### src/rtl/bpm_trigger_sequencer.sv
// Sequences the shared fixed-latency BPM divider, sanitises its quotient and runs the beat period counter.
// Optional minimum-period clamp (with sticky o_clamp port) is enabled by defining BPM_SEQ_MIN_PERIOD_EN.
module bpm_trigger_sequencer #(
    parameter int unsigned DIV_LATENCY = 8,
    parameter logic [33:0] MIN_PERIOD  = 34'd1000
) (
    input  logic        i_clk,
    input  logic        i_reset_n,
    input  logic        i_req_valid,
    input  logic [33:0] i_req_bpm_counter,
    output logic        o_req_ready,
    output logic [39:0] o_div_denom,
    output logic        o_div_aclr,
    input  logic [39:0] i_div_quotient,
    output logic [33:0] o_period,
    output logic        o_period_valid,
    output logic        o_beat,
`ifdef BPM_SEQ_MIN_PERIOD_EN
    output logic        o_clamp,
`endif
    output logic        o_div0_err
);

    typedef enum logic [1:0] {
        ST_IDLE    = 2'd0,
        ST_WAIT    = 2'd1,
        ST_CAPTURE = 2'd2
    } state_t;

    localparam logic [7:0] WAIT_LOAD = 8'(DIV_LATENCY);

    generate
        if (DIV_LATENCY < 1 || DIV_LATENCY > 255) begin : g_bad_latency
            $error("DIV_LATENCY must lie in 1..255");
        end
        if (MIN_PERIOD == 34'd0) begin : g_bad_min_period
            $error("MIN_PERIOD must be nonzero");
        end
    endgenerate

    // Overflowed or saturated quotients, and zero-denominator requests, give a disabled (0) period
    function automatic logic [33:0] sanitise_quotient(input logic [39:0] quotient,
                                                      input logic [33:0] denom);
        logic [33:0] res;
        if (denom == 34'd0) begin
            res = 34'd0;
        end else if ((&quotient[33:0]) || (|quotient[39:34])) begin
            res = 34'd0;
        end else begin
            res = quotient[33:0];
        end
        return res;
    endfunction

    state_t      state_r;
    state_t      state_next_s;
    logic [7:0]  wait_cnt_r;
    logic [33:0] counter_r;
    logic        div0_err_r;
    logic        ready_s;
    logic        accept_s;
    logic        capture_s;
    logic [33:0] result_raw_s;
    logic [33:0] result_s;
    logic [33:0] pending_r;
    logic        pend_flag_r;
    logic        period_valid_r;
    logic [33:0] period_r;
    logic [33:0] beat_cnt_r;
    logic        beat_r;
    logic        wrap_s;
    logic        apply_s;
`ifdef BPM_SEQ_MIN_PERIOD_EN
    logic        clamp_hit_s;
    logic        clamp_r;
`endif

    // FSM state register
    always_ff @(posedge i_clk or negedge i_reset_n) begin
        if (!i_reset_n) begin
            state_r <= ST_IDLE;
        end else begin
            state_r <= state_next_s;
        end
    end

    // FSM next-state logic; WAIT leaves when the counter would reach zero so capture lands DIV_LATENCY+1 after accept
    always_comb begin
        state_next_s = state_r;
        case (state_r)
            ST_IDLE: begin
                if (i_req_valid) begin
                    if (i_req_bpm_counter == 34'd0) begin
                        state_next_s = ST_CAPTURE;
                    end else begin
                        state_next_s = ST_WAIT;
                    end
                end else begin
                    state_next_s = ST_IDLE;
                end
            end
            ST_WAIT: begin
                if (wait_cnt_r <= 8'd1) begin
                    state_next_s = ST_CAPTURE;
                end else begin
                    state_next_s = ST_WAIT;
                end
            end
            ST_CAPTURE: state_next_s = ST_IDLE;
            default:    state_next_s = ST_IDLE;
        endcase
    end

    // FSM output decode
    always_comb begin
        ready_s   = 1'b0;
        capture_s = 1'b0;
        case (state_r)
            ST_IDLE:    ready_s   = 1'b1;
            ST_WAIT:    ready_s   = 1'b0;
            ST_CAPTURE: capture_s = 1'b1;
            default:    ready_s   = 1'b0;
        endcase
        accept_s = ready_s & i_req_valid;
    end

    // Request latch, divider wait counter and sticky zero-denominator flag
    always_ff @(posedge i_clk or negedge i_reset_n) begin
        if (!i_reset_n) begin
            counter_r  <= 34'd0;
            wait_cnt_r <= 8'd0;
            div0_err_r <= 1'b0;
        end else if (accept_s) begin
            counter_r  <= i_req_bpm_counter;
            wait_cnt_r <= WAIT_LOAD;
            if (i_req_bpm_counter == 34'd0) begin
                div0_err_r <= 1'b1;
            end
        end else if (state_r == ST_WAIT) begin
            wait_cnt_r <= wait_cnt_r - 8'd1;
        end
    end

    // Quotient sanitising and optional minimum-period clamp
    always_comb begin
        result_raw_s = sanitise_quotient(i_div_quotient, counter_r);
`ifdef BPM_SEQ_MIN_PERIOD_EN
        clamp_hit_s = (result_raw_s != 34'd0) && (result_raw_s < MIN_PERIOD);
        if (clamp_hit_s) begin
            result_s = MIN_PERIOD;
        end else begin
            result_s = result_raw_s;
        end
`else
        result_s = result_raw_s;
`endif
    end

    // Beat boundary detection and pending-period apply condition
    always_comb begin
        wrap_s  = 1'b0;
        apply_s = 1'b0;
        if (period_r != 34'd0) begin
            wrap_s = (beat_cnt_r == (period_r - 34'd1));
        end else begin
            wrap_s = 1'b0;
        end
        apply_s = pend_flag_r & ((period_r == 34'd0) | wrap_s);
    end

    // Pending result register; a fresh capture overrides any value not yet applied
    always_ff @(posedge i_clk or negedge i_reset_n) begin
        if (!i_reset_n) begin
            pending_r      <= 34'd0;
            pend_flag_r    <= 1'b0;
            period_valid_r <= 1'b0;
        end else begin
            period_valid_r <= capture_s;
            if (capture_s) begin
                pending_r   <= result_s;
                pend_flag_r <= 1'b1;
            end else if (apply_s) begin
                pend_flag_r <= 1'b0;
            end
        end
    end

`ifdef BPM_SEQ_MIN_PERIOD_EN
    // Sticky clamp indicator
    always_ff @(posedge i_clk or negedge i_reset_n) begin
        if (!i_reset_n) begin
            clamp_r <= 1'b0;
        end else if (capture_s && clamp_hit_s) begin
            clamp_r <= 1'b1;
        end
    end

    assign o_clamp = clamp_r;
`endif

    // Beat period counter; a new period takes over only on a boundary so no short or double beat occurs
    always_ff @(posedge i_clk or negedge i_reset_n) begin
        if (!i_reset_n) begin
            period_r   <= 34'd0;
            beat_cnt_r <= 34'd0;
            beat_r     <= 1'b0;
        end else if (period_r == 34'd0) begin
            beat_cnt_r <= 34'd0;
            beat_r     <= 1'b0;
            if (apply_s) begin
                period_r <= pending_r;
            end
        end else if (wrap_s) begin
            beat_cnt_r <= 34'd0;
            beat_r     <= 1'b1;
            if (apply_s) begin
                period_r <= pending_r;
            end
        end else begin
            beat_cnt_r <= beat_cnt_r + 34'd1;
            beat_r     <= 1'b0;
        end
    end

    assign o_req_ready    = ready_s;
    assign o_div_denom    = {6'd0, counter_r};
    assign o_div_aclr     = ~i_reset_n;
    assign o_period       = period_r;
    assign o_period_valid = period_valid_r;
    assign o_beat         = beat_r;
    assign o_div0_err     = div0_err_r;

endmodule

### config.mk
export PLATFORM = sky130hd
export DESIGN_NAME = bpm_trigger_sequencer
export DESIGN_NICKNAME = d
export VERILOG_FILES = /design/src/rtl/bpm_trigger_sequencer.sv
export SDC_FILE = /design/constraint.sdc
export NUM_CORES = 1
export LEC_CHECK = 0
export ABC_AREA = 1
export CORE_MARGIN = 4
export CORE_UTILIZATION = 53
export DETAILED_ROUTE_END_ITERATION = 12
export PLACE_DENSITY = 0.85
export SLEW_MARGIN = 5
export SYNTH_ARGS = -nofsm -noshare
export SYNTH_HDL_FRONTEND = slang
export SYNTH_SLANG_ARGS = --single-unit
### constraint.sdc
create_clock -name i_clk -period 3.15 [get_ports i_clk]
set_input_delay 0.63 -clock i_clk [delete_from_list [all_inputs] [get_ports i_clk]]
set_output_delay 0.63 -clock i_clk [all_outputs]
set_load 0.02 [all_outputs]
======== Word-level counts from Yosys, hierarchy flattened ========
Cells that the tools add are included.
cells by class
  add/sub/neg operators ................... 3
  magnitude comparators ................... 1
  eq/ne operators ......................... 3
  multiplexer cells ....................... 20
  bitwise operators ....................... 4
  reductions and logical operators ........ 12
operator list
  operator                                                               number
  34-bit two-way mux                                                     7
  34-bit zero test                                                       3
  34-bit by 1-bit adder with 34-bit output, second input constant        1
  34-bit equality test                                                   1
  34-bit AND reduction                                                   1
  34-bit nonzero test                                                    1
  34-bit by 1-bit subtractor with 34-bit output, second input constant   1
  8-bit two-way mux                                                      2
  8-bit by 1-bit <= comparator with 1-bit output, second input constant  1
  8-bit by 1-bit subtractor with 8-bit output, second input constant     1
  1-bit two-way mux                                                      7
  2-bit two-way mux                                                      3
  2-bit nonzero test                                                     3
  6-bit OR reduction                                                     1
  2-bit one-hot mux with 2 select lines                                  1
  1-bit bitwise AND                                                      2
  2-bit by 1-bit equality test with 1-bit output, second input constant  1
  2-bit equality test, second input constant                             1
  2-bit zero test                                                        1
  2-bit AND reduction                                                    1
  1-bit logical OR                                                       1
  1-bit inverter                                                         1
  1-bit bitwise OR                                                       1
word-level totals
  register bits ........................... 150
  bits of input ports ..................... 77
  output and inout bits ................... 79
  logic and storage cells ................. 53

======== Logic depth before layout (Yosys ltp) ========
  word-level depth ........................ 8
  mapped depth ............................ 21
  depth with buffers taken out ............ 19

======== Least setup slack after synthesis ========
No wires, ideal clock.
  path type ............................... reg-to-reg
  start point ............................. register period_r[0], in the netlist o_period[0]
  end point ............................... register period_r[8], in the netlist o_period[8]
  setup time .............................. 0.118 ns
  arrival time ............................ 2.286 ns
  data required time ...................... 3.032 ns
  setup slack ............................. 0.746 ns
  stages on the path, launching flop included .. 20
  buffers on the path ..................... 2
  clock period less this slack ............ 2.404 ns
  cells stage by stage .................... dfrtp_1 inv_1 ha_1 nand2_2 nor2_4 buf_6 nand2_4 o21ai_1 nand2_1 nand2_1 nand2_1 nor2_1 nand2_1 nor2_1 nand2_2 nand2_4 nand2_2 buf_2 nand2_1 nand2_1
on the way
  word-level cells in the longest chain between the ends .. 8
  elaborated cells on any way between the ends .. 11
  classes of those cells .................. 1 x add/sub; 1 x eq/ne; 4 x mux; 2 x bitwise; 3 x reduce/logical
RTL lines
  element                                        RTL line  RTL
  from (decl)                                    68        logic [33:0] period_r;
  from (signal assigned)                         211       period_r <= pending_r;
  from (signal assigned)                         217       period_r <= pending_r;
  34-bit by 1-bit subtractor with 34-bit output  164       wrap_s = (beat_cnt_r == (period_r - 34'd1));
  34-bit equality test                           164
  1-bit two-way mux                              163       if (period_r != 34'd0) begin
  1-bit bitwise OR                               168       apply_s = pend_flag_r & ((period_r == 34'd0) | wrap_s);
  1-bit bitwise AND                              168
  34-bit two-way mux (2 in a row)                n/a
  34-bit two-way mux                             207       end else if (period_r == 34'd0) begin
Parallel ways exist; a longest one is shown, timed or not. The select of a mux whose other input is x is not followed.
A chain may end at the register's enable or synchronous reset.

======== Worst setup path in the final report ========
  start point ............................. register period_r[0], in the netlist o_period[0]
  end point ............................... register period_r[11], in the netlist o_period[11]
Same word-level chain as after synthesis.

==> metrics.yaml <==
power_frac_clock_pct: 23.8
intPower_uw: 5510
synth-compound-area-share_pct: 5.10
reg2reg_slack_ns: 0.34
dp_hpwl_mm: 17.6
max_freq_mhz: 356
drc: 0
ir_worst_vdd_mv: 0.560
relSlewSlack_pct: 27.6
wl_per_cell_um: 15.8
crit_path_cell_trace: "inv_1, ha_1, nand2_2, nor2_4, nand2_1, o21ai_1, nand2_1, nand2_1, nand2_1, nor2_1, nand2_1, nor2_1, nand2_2, nand2_4, buf_12, nand3_1, nand2_1"
synth-simple-area-share_pct: 38.0
yosys.cell_count.top_type: "nand2_1"
drt-initial-drc-count: 531
fin_skew_ns: 0.00700
die_height_um: 133
p_comb_share_pct: 41.5
coreArea_um2: 15300
port_buffers: 149
grt_pass1_wl_mm: 38.5
whs_ns: 0.0361
synthFlopType: "dfrtp_1"
slowest_delay_ns: 0.40
worst_path_max_delay_cell: "dfrtp_1"
final-hold-violation-count: 0
cts_max_level: 4
gr-usage-all-layers_pct: 26.9
syn_area_um2: 8310
synth_mux_area_share_pct: 0
grt_overflow_total: 0
final_util_pct: 69.3
firstDrtPassIters: 5
cts.clk_slew.worst_paths_ns: 0.06
antennaDiodeCount: 0
globalplace.congestion: 0.979
setup_violations: 0
fin_tns_setup_ns: 0
synth_top_family_by_area: "simple AND/OR/NAND/NOR gates"
tightestPinTransition_ns: 1.08
drive_above_1_share_pct: 5.82
fin_nets: 1357
yosysUniqueCellTypes: 34
cp.required_ns: 3.50
switching_share_pct: 40.9
worstPathArrival_ns: 3.15
syn_area_per_cell_um2: 7.32
pwr-share-seq_pct: 34.7
crit-reg2reg-launch: "o_period[0]$_DFFE_PN0P_"
grt_max_degree: 76
numCtsBuffers: 17
async_reset_ff_share_pct: 100
vias_per_cell: 5.40
hold_path_class: "in2async"
ys_top_cells_by_count: "nand2_1, dfrtp_1, nor2_1"
timing.final.crit_share_pct: 89.2
synth_area_leaders: "dfrtp_1, nand2_1, nor2_1"
worst_setup_path_start_kind: "flop"
fin_ws_ns: 0.342
synth_edf_count: 0
rsz0062_at_grt: "no"
synthCells: 1135
crit_top_cell: "nand2_1"
timing.final.crit_period_ns: 2.81
r2r-end: "o_period[11]$_DFFE_PN0P_"
ys_ff_latch: 150
crit_fanout: 64
place_ws_ns: 0.251
maxSlewViolCount: 0
cellPowerDensity_nw_per_um2: 880
cp-end-kind: "flop"
crit_start: "o_period[0]$_DFFE_PN0P_"
area_growth_pct: 27.3
status: "completed"
insertion_delay_ns: 0.41
synth-seq-area-share_pct: 45.2
synth_xor_area_share_pct: 3.48
yosys.area.top_type: "dfrtp_1"
grt_pass1_vias: 7853
die-area_um2: 17700
drt.antenna.violating_nets: 0
cts.path.max_buffers: 2
route.vias.total: 8103
synth_warnings: 0
die_x_um: 133
maxCapViolCount: 0
io_pins: 156
p_switching_uw: 3800
tritoncts: "yes"
worstSetupPathType: "reg2reg"
totalWireLength_mm: 23.7
synth_top_cell_area_share_pct: 45.2
leakagePower_uw: 0.00505
row_count: 45
cts-root-buf: "clkbuf_16"
antenna_found_initial: 0
cts_sinks: 150
r2r_cells: 17
floorplan.initialDensity_pct: 54.5
synth_fa_ha_area_share_pct: 0.602
-- metal layers --
metal	vias to the layer above	share of wire (%)	wire length (µm)	global-route usage, %
met2	326	48	11300	45.0
met4	0	2.8	669	10.2
met5	-	0	0	0
met1	3812	41	9730	34.1
li1	3918	-	-	-
met3	47	8.3	1970	6.46
-- registers in the layout, summed over array words and instances (netlist names) --
signal / count
beat_cnt_r: 34
o_beat: 1
pend_flag_r: 1
o_div0_err: 1
counter_r: 34
pending_r: 34
state_r: 2
wait_cnt_r: 8
o_period: 34
o_period_valid: 1
-- cells by family (layout without fill, tap and decap cells) --
| family | count (synthesis) | in the layout |
|---|---|---|
| buffers and inverters | 145 | 294 |
| flip-flops | 150 | 150 |
| XOR/XNOR | 33 | 33 |
| AO/OA/AOI/OAI | 81 | 81 |
| other | 1 | 6 |
| adder cells (fa/ha/maj) | 4 | 4 |
| AND/OR/NAND/NOR | 721 | 721 |
-- per-stage QoR --
| step | instances | total power, µW | instance area (µm²) |
|---|---|---|---|
| after floorplan | 1140 | 5580 | 8330 |
| after global placement | 1468 | 6940 | 9920 |
| after detailed placement | 1468 | 7040 | 9920 |
| after CTS | 1500 | 9310 | 10600 |
| after global routing | 1500 | 9950 | 10600 |
| final | 1500 | 9310 | 10600 |
-- placed cells by master (no fill, tap or decap), drive strengths merged, types with 20 or more instances in the layout --
cell type,Yosys,routed
dfrtp,150,150
nand4,25,25
inv,101,102
clkdlybuf4s50,0,148
nand2,388,388
xor2,20,20
nand3,108,108
clkbuf,22,20
o21ai,59,59
nor2,146,146
nor3,27,27
-- cell type report --
| type | count | area, µm² |
|---|---|---|
| timing repair buffer | 159 | 1580 |
| inverter | 103 | 387 |
| clock buffer | 20 | 447 |
| sequential | 150 | 3750 |
| multi-input combinational | 845 | 3950 |
| tap | 211 | 264 |
| clock inverter | 12 | 200 |
| fill | 1209 | 4680 |
-- worst max-delay path: cells and delay by family, from the launching register on --
family	cells	cell delay (ns)
DFF	1	0.40
AOI/OAI and AO/OA	1	0.19
and+or+nand+nor	13	1.49
adders and majority gates	1	0.22
buffers and inverters	2	0.41
-- what timing repair did --
item                                    in CTS  in global routing
endpoints found under the setup margin       0                 34
gates resized for setup                      0                  1
hold buffers                                 0                  0
setup buffers                                0                  0
endpoints found under the hold margin        0                  0
-- power groups by stage --
stage	sequential [µW]	clock [µW]	combinational, µW
6_report	3230	2220	3870
5_1_grt	3300	2310	4340
4_1_cts	3200	2230	3870
3_5_place_dp	3210	0	3830
3_3_place_gp	3200	0	3750
2_1_floorplan	3400	0	2180
-- how the worst max path moves through the flow --
stage	endpoint	slack, ns	cells after the start
2_1_floorplan	o_period[8]$_DFFE_PN0P_	0.75	19
3_3_place_gp	o_period[0]$_DFFE_PN0P_	0.32	17
3_5_place_dp	o_period[22]$_DFFE_PN0P_	0.25	17
4_1_cts	o_period[26]$_DFFE_PN0P_	0.18	19
5_1_grt	o_period[11]$_DFFE_PN0P_	0.08	17
6_report	o_period[11]$_DFFE_PN0P_	0.34	17
Note: power is estimated with default switching activity, not from simulation.
